### src/rtl/vram_arb_pkg.sv
// Shared types and constants for the VRAM arbiter slice.
package vram_arb_pkg;

    // Width of the access-cycle counter and of the starvation counter.
    localparam int CNT_W = 4;

    // Arbiter sequencing state.
    typedef enum logic [0:0] {
        IDLE   = 1'b0,
        ACCESS = 1'b1
    } state_t;

    // Which requester owns the VRAM for the current access.
    typedef enum logic [1:0] {
        OWN_PF  = 2'd0,
        OWN_MO  = 2'd1,
        OWN_CPU = 2'd2
    } owner_t;

endpackage

### src/rtl/vram_arbiter_if.sv
// Bundles the CPU, video-fetch and VRAM-chip signals around the arbiter.
// The arbiter uses the slave view; the surrounding system uses the master view.
interface vram_arbiter_if #(
    parameter int ADDR_W = 12
);
    // CPU side
    logic              AS_b;
    logic              VRAM_b;
    logic              BR_W_b;
    logic              UDS_b;
    logic              LDS_b;
    logic [ADDR_W-1:0] CPU_A;
    logic [15:0]       CPU_D_in;
    logic [15:0]       CPU_D_out;
    logic              VRDTACK_b;

    // Video fetch side
    logic              PF_REQ;
    logic              MO_REQ;
    logic [ADDR_W-1:0] PF_A;
    logic [ADDR_W-1:0] MO_A;
    logic              PF_ACK;
    logic              MO_ACK;
    logic              PF_VALID;
    logic              MO_VALID;
    logic [15:0]       V_DATA;

    // VRAM chip side
    logic [ADDR_W-1:0] VA;
    logic [15:0]       VD_out;
    logic [15:0]       VD_in;
    logic              VCS_b;
    logic              VOE_b;
    logic [1:0]        VWE_b;

    modport slave (
        input  AS_b, VRAM_b, BR_W_b, UDS_b, LDS_b, CPU_A, CPU_D_in,
        input  PF_REQ, MO_REQ, PF_A, MO_A, VD_in,
        output CPU_D_out, VRDTACK_b, PF_ACK, MO_ACK, PF_VALID, MO_VALID,
        output V_DATA, VA, VD_out, VCS_b, VOE_b, VWE_b
    );

    modport master (
        output AS_b, VRAM_b, BR_W_b, UDS_b, LDS_b, CPU_A, CPU_D_in,
        output PF_REQ, MO_REQ, PF_A, MO_A, VD_in,
        input  CPU_D_out, VRDTACK_b, PF_ACK, MO_ACK, PF_VALID, MO_VALID,
        input  V_DATA, VA, VD_out, VCS_b, VOE_b, VWE_b
    );

endinterface

### src/rtl/vram_arb_pick.sv
// Winner selection for one grant point: PF > MO > CPU, except that a CPU
// request that has already been passed over MAX_STALL times jumps the queue.
module vram_arb_pick
    import vram_arb_pkg::*;
#(
    parameter int MAX_STALL = 2
) (
    input  logic             pfReq_i,
    input  logic             moReq_i,
    input  logic             cpuPend_i,
    input  logic [CNT_W-1:0] stall_i,
    output owner_t           owner_o,
    output logic             valid_o
);

    localparam logic [CNT_W-1:0] STALL_LIM = CNT_W'(MAX_STALL);

    // Priority chain with the starvation override checked first.
    always_comb begin
        owner_o = OWN_PF;
        valid_o = 1'b1;
        if (cpuPend_i && (stall_i >= STALL_LIM)) begin
            owner_o = OWN_CPU;
        end else if (pfReq_i) begin
            owner_o = OWN_PF;
        end else if (moReq_i) begin
            owner_o = OWN_MO;
        end else if (cpuPend_i) begin
            owner_o = OWN_CPU;
        end else begin
            valid_o = 1'b0;
        end
    end

endmodule

### src/rtl/vram_arbiter.sv
// Time-shares the 16-bit video RAM between the CPU and the PF/MO fetch engines.
// Each access is a fixed ACC_CYC clocks; a new owner is chosen on the edge that
// completes the previous access, so back-to-back accesses have no idle gap.
module vram_arbiter
    import vram_arb_pkg::*;
#(
    parameter int ADDR_W    = 12,
    parameter int ACC_CYC   = 4,
    parameter int MAX_STALL = 2
) (
    input  logic           MCKR,
    input  logic           SYSRES,
    vram_arbiter_if.slave  bus
);

    localparam logic [CNT_W-1:0] LAST_CNT  = CNT_W'(ACC_CYC - 1);
    localparam logic [CNT_W-1:0] STALL_MAX = '1;

    state_t            state_q, state_d;
    logic [CNT_W-1:0]  cnt_q, cnt_d;
    owner_t            owner_q, owner_d;
    logic [ADDR_W-1:0] addr_q, addr_d;
    logic              rd_q, rd_d;
    logic              uds_q, uds_d;
    logic              lds_q, lds_d;
    logic [15:0]       wdata_q, wdata_d;
    logic              ackPf_q, ackPf_d;
    logic              ackMo_q, ackMo_d;
    logic              validPf_q, validPf_d;
    logic              validMo_q, validMo_d;
    logic [15:0]       vData_q, vData_d;
    logic [15:0]       cpuDout_q, cpuDout_d;
    logic              dtackB_q, dtackB_d;
    logic              cpuDone_q, cpuDone_d;
    logic              aborted_q, aborted_d;
    logic [CNT_W-1:0]  stall_q, stall_d;

    logic   accessing;
    logic   lastCyc;
    logic   grantPt;
    logic   cpuPend;
    logic   cpuReq;
    owner_t pickOwner;
    logic   pickValid;

    assign accessing = (state_q == ACCESS);
    assign lastCyc   = accessing && (cnt_q == LAST_CNT);
    assign grantPt   = !accessing || lastCyc;
    assign cpuPend   = !bus.AS_b && !bus.VRAM_b && !cpuDone_q;
    // The CPU cycle being serviced must not win the grant point that ends it,
    // otherwise one AS_b cycle would be issued to the VRAM twice.
    assign cpuReq    = cpuPend && !(accessing && (owner_q == OWN_CPU));

    vram_arb_pick #(
        .MAX_STALL (MAX_STALL)
    ) u_pick (
        .pfReq_i   (bus.PF_REQ),
        .moReq_i   (bus.MO_REQ),
        .cpuPend_i (cpuReq),
        .stall_i   (stall_q),
        .owner_o   (pickOwner),
        .valid_o   (pickValid)
    );

    // Next-state logic: completion, DTACK release, grant and starvation count.
    always_comb begin
        state_d   = state_q;
        cnt_d     = cnt_q;
        owner_d   = owner_q;
        addr_d    = addr_q;
        rd_d      = rd_q;
        uds_d     = uds_q;
        lds_d     = lds_q;
        wdata_d   = wdata_q;
        ackPf_d   = 1'b0;
        ackMo_d   = 1'b0;
        validPf_d = 1'b0;
        validMo_d = 1'b0;
        vData_d   = vData_q;
        cpuDout_d = cpuDout_q;
        dtackB_d  = dtackB_q;
        cpuDone_d = cpuDone_q;
        aborted_d = aborted_q;
        stall_d   = stall_q;

        if (accessing && (owner_q == OWN_CPU) && bus.AS_b) begin
            aborted_d = 1'b1;
        end

        if (lastCyc) begin
            case (owner_q)
                OWN_PF: begin
                    validPf_d = 1'b1;
                    vData_d   = bus.VD_in;
                end
                OWN_MO: begin
                    validMo_d = 1'b1;
                    vData_d   = bus.VD_in;
                end
                OWN_CPU: begin
                    if (!aborted_q && !bus.AS_b) begin
                        dtackB_d  = 1'b0;
                        cpuDone_d = 1'b1;
                        if (rd_q) begin
                            cpuDout_d = bus.VD_in;
                        end
                    end
                end
                default: ;
            endcase
        end

        if (cpuDone_q && bus.AS_b) begin
            dtackB_d  = 1'b1;
            cpuDone_d = 1'b0;
        end

        if (grantPt) begin
            cnt_d = '0;
            if (pickValid) begin
                state_d   = ACCESS;
                owner_d   = pickOwner;
                aborted_d = 1'b0;
                case (pickOwner)
                    OWN_PF: begin
                        addr_d  = bus.PF_A;
                        rd_d    = 1'b1;
                        uds_d   = 1'b0;
                        lds_d   = 1'b0;
                        ackPf_d = 1'b1;
                    end
                    OWN_MO: begin
                        addr_d  = bus.MO_A;
                        rd_d    = 1'b1;
                        uds_d   = 1'b0;
                        lds_d   = 1'b0;
                        ackMo_d = 1'b1;
                    end
                    OWN_CPU: begin
                        addr_d  = bus.CPU_A;
                        rd_d    = bus.BR_W_b;
                        uds_d   = bus.UDS_b;
                        lds_d   = bus.LDS_b;
                        wdata_d = bus.CPU_D_in;
                    end
                    default: ;
                endcase
            end else begin
                state_d = IDLE;
            end
        end else begin
            cnt_d = cnt_q + 4'd1;
        end

        if (!cpuPend) begin
            stall_d = '0;
        end else if (grantPt && pickValid) begin
            if (pickOwner == OWN_CPU) begin
                stall_d = '0;
            end else if (stall_q != STALL_MAX) begin
                stall_d = stall_q + 4'd1;
            end
        end
    end

    // State and datapath registers; reset abandons any access in flight.
    always_ff @(posedge MCKR or posedge SYSRES) begin
        if (SYSRES) begin
            state_q   <= IDLE;
            cnt_q     <= '0;
            owner_q   <= OWN_PF;
            addr_q    <= '0;
            rd_q      <= 1'b1;
            uds_q     <= 1'b1;
            lds_q     <= 1'b1;
            wdata_q   <= '0;
            ackPf_q   <= 1'b0;
            ackMo_q   <= 1'b0;
            validPf_q <= 1'b0;
            validMo_q <= 1'b0;
            vData_q   <= '0;
            cpuDout_q <= '0;
            dtackB_q  <= 1'b1;
            cpuDone_q <= 1'b0;
            aborted_q <= 1'b0;
            stall_q   <= '0;
        end else begin
            state_q   <= state_d;
            cnt_q     <= cnt_d;
            owner_q   <= owner_d;
            addr_q    <= addr_d;
            rd_q      <= rd_d;
            uds_q     <= uds_d;
            lds_q     <= lds_d;
            wdata_q   <= wdata_d;
            ackPf_q   <= ackPf_d;
            ackMo_q   <= ackMo_d;
            validPf_q <= validPf_d;
            validMo_q <= validMo_d;
            vData_q   <= vData_d;
            cpuDout_q <= cpuDout_d;
            dtackB_q  <= dtackB_d;
            cpuDone_q <= cpuDone_d;
            aborted_q <= aborted_d;
            stall_q   <= stall_d;
        end
    end

    // Strobes decode straight from registered state so reset drops them at once.
    // Write enables release one cycle early to give address/data hold time.
    assign bus.VCS_b     = !accessing;
    assign bus.VOE_b     = !(accessing && rd_q);
    assign bus.VWE_b     = (accessing && !rd_q && !lastCyc) ? {uds_q, lds_q} : 2'b11;
    assign bus.VA        = addr_q;
    assign bus.VD_out    = wdata_q;
    assign bus.CPU_D_out = cpuDout_q;
    assign bus.VRDTACK_b = dtackB_q;
    assign bus.PF_ACK    = ackPf_q;
    assign bus.MO_ACK    = ackMo_q;
    assign bus.PF_VALID  = validPf_q;
    assign bus.MO_VALID  = validMo_q;
    assign bus.V_DATA    = vData_q;

endmodule

### src/flat_wrapper.sv
// flat-port wrapper written by rule: the top's interface ports become plain ports
module vram_arbiter_flat import vram_arb_pkg::*;
#(
    parameter int ADDR_W    = 12,
    parameter int ACC_CYC   = 4,
    parameter int MAX_STALL = 2
)
  (MCKR, SYSRES, bus_AS_b, bus_VRAM_b, bus_BR_W_b, bus_UDS_b, bus_LDS_b, bus_CPU_A, bus_CPU_D_in, bus_PF_REQ, bus_MO_REQ, bus_PF_A, bus_MO_A, bus_VD_in, bus_CPU_D_out, bus_VRDTACK_b, bus_PF_ACK, bus_MO_ACK, bus_PF_VALID, bus_MO_VALID, bus_V_DATA, bus_VA, bus_VD_out, bus_VCS_b, bus_VOE_b, bus_VWE_b);
  vram_arbiter_if #(.ADDR_W(ADDR_W)) bus_i ();
  input  logic MCKR;
  input  logic SYSRES;
  input wire logic [$bits(bus_i.AS_b)-1:0] bus_AS_b;
  input wire logic [$bits(bus_i.VRAM_b)-1:0] bus_VRAM_b;
  input wire logic [$bits(bus_i.BR_W_b)-1:0] bus_BR_W_b;
  input wire logic [$bits(bus_i.UDS_b)-1:0] bus_UDS_b;
  input wire logic [$bits(bus_i.LDS_b)-1:0] bus_LDS_b;
  input wire logic [$bits(bus_i.CPU_A)-1:0] bus_CPU_A;
  input wire logic [$bits(bus_i.CPU_D_in)-1:0] bus_CPU_D_in;
  input wire logic [$bits(bus_i.PF_REQ)-1:0] bus_PF_REQ;
  input wire logic [$bits(bus_i.MO_REQ)-1:0] bus_MO_REQ;
  input wire logic [$bits(bus_i.PF_A)-1:0] bus_PF_A;
  input wire logic [$bits(bus_i.MO_A)-1:0] bus_MO_A;
  input wire logic [$bits(bus_i.VD_in)-1:0] bus_VD_in;
  output wire logic [$bits(bus_i.CPU_D_out)-1:0] bus_CPU_D_out;
  output wire logic [$bits(bus_i.VRDTACK_b)-1:0] bus_VRDTACK_b;
  output wire logic [$bits(bus_i.PF_ACK)-1:0] bus_PF_ACK;
  output wire logic [$bits(bus_i.MO_ACK)-1:0] bus_MO_ACK;
  output wire logic [$bits(bus_i.PF_VALID)-1:0] bus_PF_VALID;
  output wire logic [$bits(bus_i.MO_VALID)-1:0] bus_MO_VALID;
  output wire logic [$bits(bus_i.V_DATA)-1:0] bus_V_DATA;
  output wire logic [$bits(bus_i.VA)-1:0] bus_VA;
  output wire logic [$bits(bus_i.VD_out)-1:0] bus_VD_out;
  output wire logic [$bits(bus_i.VCS_b)-1:0] bus_VCS_b;
  output wire logic [$bits(bus_i.VOE_b)-1:0] bus_VOE_b;
  output wire logic [$bits(bus_i.VWE_b)-1:0] bus_VWE_b;
  assign bus_i.AS_b = bus_AS_b;
  assign bus_i.VRAM_b = bus_VRAM_b;
  assign bus_i.BR_W_b = bus_BR_W_b;
  assign bus_i.UDS_b = bus_UDS_b;
  assign bus_i.LDS_b = bus_LDS_b;
  assign bus_i.CPU_A = bus_CPU_A;
  assign bus_i.CPU_D_in = bus_CPU_D_in;
  assign bus_i.PF_REQ = bus_PF_REQ;
  assign bus_i.MO_REQ = bus_MO_REQ;
  assign bus_i.PF_A = bus_PF_A;
  assign bus_i.MO_A = bus_MO_A;
  assign bus_i.VD_in = bus_VD_in;
  assign bus_CPU_D_out = bus_i.CPU_D_out;
  assign bus_VRDTACK_b = bus_i.VRDTACK_b;
  assign bus_PF_ACK = bus_i.PF_ACK;
  assign bus_MO_ACK = bus_i.MO_ACK;
  assign bus_PF_VALID = bus_i.PF_VALID;
  assign bus_MO_VALID = bus_i.MO_VALID;
  assign bus_V_DATA = bus_i.V_DATA;
  assign bus_VA = bus_i.VA;
  assign bus_VD_out = bus_i.VD_out;
  assign bus_VCS_b = bus_i.VCS_b;
  assign bus_VOE_b = bus_i.VOE_b;
  assign bus_VWE_b = bus_i.VWE_b;
  vram_arbiter #(.ADDR_W(ADDR_W), .ACC_CYC(ACC_CYC), .MAX_STALL(MAX_STALL)) u_core (.MCKR(MCKR), .SYSRES(SYSRES), .bus(bus_i));
endmodule
### config.mk
export PLATFORM = sky130hd
export DESIGN_NAME = vram_arbiter_flat
export DESIGN_NICKNAME = d
export VERILOG_FILES = /design/src/rtl/vram_arb_pkg.sv /design/src/rtl/vram_arbiter_if.sv /design/src/rtl/vram_arb_pick.sv /design/src/rtl/vram_arbiter.sv /design/src/flat_wrapper.sv
export SDC_FILE = /design/constraint.sdc
export NUM_CORES = 1
export LEC_CHECK = 0
export ABC_CLOCK_PERIOD_IN_PS = 2900
export CORE_ASPECT_RATIO = 1.25
export CORE_MARGIN = 3
export CORE_UTILIZATION = 40
export CTS_BUF_LIST = sky130_fd_sc_hd__clkbuf_4
export CTS_CLUSTER_DIAMETER = 200
export DETAILED_ROUTE_END_ITERATION = 6
export GPL_ROUTABILITY_DRIVEN = 0
export PLACE_DENSITY_LB_ADDON = 0.05
export SLEW_MARGIN = 5
export SYNTH_ARGS = -nofsm -noshare
export SYNTH_HDL_FRONTEND = slang
export SYNTH_SLANG_ARGS = --single-unit
### constraint.sdc
create_clock -name MCKR -period 2.9 [get_ports MCKR]
set_clock_uncertainty 0.2 [all_clocks]
set_input_delay 0.58 -clock MCKR [delete_from_list [all_inputs] [get_ports MCKR]]
set_output_delay 0.58 -clock MCKR [all_outputs]
set_load 0.05 [all_outputs]
Word-level counts from Yosys, hierarchy flattened

Index checks and enable logic that the tools add are counted.

Input port bits: 77
Logic and storage cells: 109
Bits in registers: 81
Output and inout bits: 69

Eq/ne operators: 8
$add $sub $neg: 2
Multiplexer cells: 40
Reductions and logical operators: 40
$lt $le $gt $ge: 1

Operators with widths:

| operator                                                               | number |
|---|---|
| 12-bit case mux with 3 select lines                                    | 1 |
| 1-bit 2-to-1 mux                                                       | 26 |
| 4-bit 2-to-1 mux                                                       | 5 |
| 1-bit logical AND                                                      | 13 |
| 3-bit AND reduction                                                    | 4 |
| 2-bit 2-to-1 mux                                                       | 5 |
| 1-bit logical NOT                                                      | 9 |
| 4-bit by 1-bit adder with 4-bit output (second input constant)         | 2 |
| 2-bit nonzero test                                                     | 4 |
| 1-bit case mux with 2 select lines                                     | 3 |
| 2-bit AND reduction                                                    | 3 |
| 2-bit by 1-bit equality test with 1-bit output (second input constant) | 2 |
| 2-bit equality test (second input constant)                            | 2 |
| 4-bit by 2-bit equality test with 1-bit output (second input constant) | 1 |
| 4-bit by 2-bit >= comparator with 1-bit output (second input constant) | 1 |
| 2-bit logical NOT                                                      | 2 |
| 4-bit != test (second input constant)                                  | 1 |
| 4-bit AND reduction                                                    | 1 |
| 2-bit OR reduction                                                     | 2 |
| 3-bit != test (second input constant)                                  | 1 |
| 3-bit nonzero test                                                     | 1 |
| 2-bit != test (second input constant)                                  | 1 |
| 1-bit logical OR                                                       | 1 |

Depth between registers and ports, before layout

Word-level depth: 12
Gate-level depth with buffers: 11
Mapped depth without buffers: 11

Hierarchy

From an unflattened synthesis, not the netlist that was laid out.

Cells, all modules: 268
Area total of the unflattened synthesis: 3555.9 µm²

By module, submodules not included:

| module        | seq. area each (µm²) | cells an instance | times used | area an instance (µm²) |
|---|---|---|---|---|
| vram_arbiter  | 2031.9               | 262               | 1          | 3520.9 |
| vram_arb_pick | 0.0                  | 6                 | 1          | 35.0 |

Worst setup path before layout

OpenSTA, ideal clock, no wires.

Kind: input to register
From: in bus_AS_b
To: reg u_core.stall_q[1]
Data arrival time: 2501 ps
Path buffers: 1
Slack: 121 ps
Library setup time: 77 ps
Cell stages on the path: 8
Required time: 2623 ps
Cells stage by stage: or3_1 buf_6 a211oi_1 ha_1 nand4b_1 o21ai_0 or4_1 a21oi_1

Word-level cells in the longest chain between the ends: 12
Elaborated cells on any way between the ends: 21
Those cells by class: eq/ne: 3; mux: 11; reduce/logical: 7

Ends and longest elaborated chain:

| element                            | line                | source |
|---|---|---|
| from (decl)                        | flat_wrapper.sv:12  | `input wire logic [$bits(bus_i.AS_b)-1:0] bus_AS_b;` |
| 1-bit logical NOT (*)              | vram_arbiter.sv:49  | `assign cpuPend = !bus.AS_b && !bus.VRAM_b && !cpuDone_q;` |
| 1-bit logical AND (*) (2 in a row) | vram_arbiter.sv:49  |  |
| 1-bit logical AND (*)              | vram_arbiter.sv:52  | `assign cpuReq = cpuPend && !(accessing && (owner_q == OWN_CPU));` |
| 2-bit 2-to-1 mux                   | vram_arb_pick.sv:28 | `end else if (cpuPend_i) begin` |
| 2-bit 2-to-1 mux                   | vram_arb_pick.sv:26 | `end else if (moReq_i) begin` |
| 2-bit 2-to-1 mux                   | vram_arb_pick.sv:24 | `end else if (pfReq_i) begin` |
| 2-bit 2-to-1 mux (*)               | vram_arb_pick.sv:22 | `if (cpuPend_i && (stall_i >= STALL_LIM)) begin` |
| named net u_core.pickOwner[1]      | vram_arbiter.sv:43  | `owner_t pickOwner;` |
| 2-bit equality test (*)            | vram_arbiter.sv:158 | `if (pickOwner == OWN_CPU) begin` |
| 4-bit 2-to-1 mux                   | vram_arbiter.sv:158 |  |
| 4-bit 2-to-1 mux                   | vram_arbiter.sv:157 | `end else if (grantPt && pickValid) begin` |
| 4-bit 2-to-1 mux                   | vram_arbiter.sv:155 | `if (!cpuPend) begin` |
| to (signal assigned)               | vram_arbiter.sv:205 | `stall_q <= stall_d;` |
| to (decl)                          | vram_arbiter.sv:36  | `logic [CNT_W-1:0] stall_q, stall_d;` |

The timed path passes the listed nets; every way through them passes the cells marked *. The select of a mux whose other input is x is not followed.
A chain may end at the register's enable or synchronous reset.

Final worst setup path

From: in bus_AS_b
To: reg u_core.stall_q[0]

Elaborated cells on any way between the ends: 21
Those cells by class: eq/ne: 3; mux: 11; reduce/logical: 7

RTL lines:

| element                            | line |
|---|---|
| 1-bit logical NOT (*)              | vram_arbiter.sv:49 |
| 1-bit logical AND (*) (2 in a row) | vram_arbiter.sv:49 |
| 1-bit logical AND (*)              | vram_arbiter.sv:52 |
| 1-bit logical AND (*)              | vram_arb_pick.sv:22 |
| 2-bit 2-to-1 mux (*)               | vram_arb_pick.sv:22 |
| named net u_core.pickOwner[0]      | vram_arbiter.sv:43 |
| 2-bit equality test (*)            | vram_arbiter.sv:158 |
| 4-bit 2-to-1 mux                   | vram_arbiter.sv:158 |
| 4-bit 2-to-1 mux                   | vram_arbiter.sv:157 |
| 4-bit 2-to-1 mux                   | vram_arbiter.sv:155 |

Marked as above.

==> run metrics <==
max-slew violations 0; Worst Setup Path Type in2reg; final core occ 63.4%; Tightest Pin Transition 792 ps; die width 91.0 µm; All-Layer GR Usage 17.1%; Slew HR 47.2%; hold slack final 272 ps; Clock Tree Root clkbuf_4; Synth Area per Inst 13.3 µm²; Peak VDD IR 441 µV; PortBufs 145; Detailed Routing Iterations Pass 1 4; Synth Area in Adders 2.42%; Yosys Warn Count 0; Yosys top cell area share 53.3%; I/O pins 146; # setup viols final 0; initial DRC count 53; grt ovf 0; Seq/Total Area, Yosys 56.2%; Die ar. 10200 µm²; post-detail-place hpwl 6.47 mm; Critical Path RT 3040 ps; commonest cells in the netlist dfrtp_1 (77), mux2_2 (42), o21ai_0 (19), mux2_4 (18), nand2_1 (18); Non-Filler Instances 567; final wirelength 8.39 mm; synth unique cells 42; mux cell area share after synthesis 21.7%; global-route wire length before repair 14.0 mm; Worst setup SP type input pin; clock sink count 81; clock-pin slew on the worst setup and hold paths 110 ps; ys flop type dfrtp_1; Cells after DPL 551; Placeable Area 8750 µm²; WP data arrival 2920 ps; minimum clock period 2780 ps; Fmax 359 MHz; largest family of logic cells by synthesized area multiplexers; Nets 526; Hold Fails Final Rpt 0; Final Instance Area 5540 µm²; post-route ant nets 0; drt drc 0; Post-synth ARST share 100%; Synth Area in Compound Gates 7.44%; top cells by area, synth dfrtp_1 (53%), mux2_2 (13%), mux2_4 (7.5%); Area Growth Syn to Fin 53.3%; CTS tree done; Post-Synth XOR/XNOR Area 0.484%; clock latency on the worst-skew pair 420 ps; status finished, final reports clean; Die Height 112 µm; top-count cell post-synth dfrtp_1; Post-synth EDFFs 0; DR vias 2721; Post-Syn Nets 356; Power Density 991 nW/µm²; Fillers 737; CP Capture Type register; Final period util 96.0%; initial antenna violation count 0; crit path max fanout 5; post-synthesis simple-gate area fraction 8.37%; mapped cell area 3620 µm²; post-synthesis cell count 272; Initial Util 41.3%; max-cap viol count 0; total CTS buffers 9; register bit total from synthesis 81; Clock Tree Buf Depth 2; Lkg Pwr 0.00246 µW; largest net degree at the start of global routing 41; row count 38; H-tree depth 3; Hold Crit Class reg2reg; Cell Area, Placed 5400 µm²; cell taking the most area after synthesis dfrtp_1; fraction of layout cells with a size suffix above 1 26.2%; Routed WL per cell 14.8 µm; via/cell ratio 4.80; Antenna Cells 0; vias in the first global route 2927
-- sequential cells by signal, indices dropped and copies added, names as in the netlist, 2 cells and up --
register / cells
u_core.bus.CPU_D_out: 16
u_core.bus.VD_out: 16
u_core.bus.V_DATA: 16
u_core.bus.VA: 12
u_core.cnt_q: 4
u_core.stall_q: 4
u_core.owner_q: 2
-- per-stage QoR --
stage / TNS, ps / setup slack, ps / power, µW
finish: 0 / 117 / 5490
global route: -4.77 / -4.77 / 5790
CTS: 0 / 75.8 / 5560
detailed placement: -8250 / -327 / 4910
global placement: -7640 / -318 / 4860
floorplan: 0 / 46.5 / 3820
-- cell usage in the layout (no fill, tap or decap), types with 2 or more instances in the layout --
master	synthesis	final
clkdlybuf4s50_1	0	143
dfrtp_1	77	77
mux2_2	42	42
buf_4	0	22
o21ai_0	19	19
mux2_4	18	18
nand2_1	18	17
a22oi_1	12	12
clkbuf_4	0	11
nor2_1	10	10
inv_1	9	8
ha_1	7	7
buf_12	1	6
dfstp_2	4	4
or3_1	4	3
and3_1	3	3
nand3_1	3	3
a21oi_1	3	3
clkinv_2	0	3
mux2_1	2	2
nand4_1	2	2
nor3_1	2	2
or4_1	2	2
a31oi_1	2	2
mux2i_1	2	2
clkinv_1	0	2
-- repair_timing --
action / in CTS / in global routing
resized for setup: 0 / 4
endpoints found under the setup margin: 0 / 17
setup buffers: 0 / 0
hold buffers: 0 / 0
-- layout make-up --
cell class | count | area (µm²) | area share, %
repair buffers | 171 | 1720 | 31.0
inverters | 9 | 35.0 | 0.632
multi-input cells | 170 | 1480 | 26.7
well taps | 120 | 150 | 2.71
flip-flops and latches | 81 | 2030 | 36.7
clock inverters | 5 | 47.5 | 0.858
clock buffers | 11 | 82.6 | 1.49
-- critical path, stage by stage --
cell and delay, ps:
clkdlybuf4s50_1 420, or3_1 420, nor3_1 260, nor3b_2 80, inv_1 80, ha_1 170
nand4b_1 140, o21ai_0 180, or4_1 440, a21oi_1 150
-- cell families (layout without fill, tap and decap cells) --
family,after synthesis,count (layout)
xor gates and xnor gates,2,2
AOI/OAI and AO/OA,42,42
buffers and inverters,21,196
and+or+nand+nor,55,55
adders and majority gates,7,7
muxes,64,64
DFF,81,81
-- power breakdown --
part	internal, µW	leakage (µW)	switching (µW)
clock	275	0.0000757	357
sequential	1560	0.00103	226
combinational	1240	0.00135	1840
total	3070	0.00246	2420
-- layer usage --
layer	vias to the layer above	global-route usage (%)	share of wire [%]
li1	1310	-	-
met1	1296	19.5	39
met2	103	29.1	51
met3	12	6.43	8.3
met4	0	6.84	1.9
met5	-	0	0
-- final timing paths --
check                                  start                     to  slack (ps)  cells after the start
setup / recovery                    bus_AS_b      u_core.stall_q[0]         120                     10
hold / removal               u_core.cnt_q[0]        u_core.cnt_q[0]         270                      1
setup reg to reg           u_core.stall_q[0]      u_core.stall_q[0]         180                     11
hold reg to reg              u_core.cnt_q[0]        u_core.cnt_q[0]         270                      1
max in group asynchronous             SYSRES           u_core.lds_q        1550                      3
min in group asynchronous             SYSRES  u_core.bus.VD_out[12]         280                      2
No activity file was read; power rests on OpenSTA's default activity.
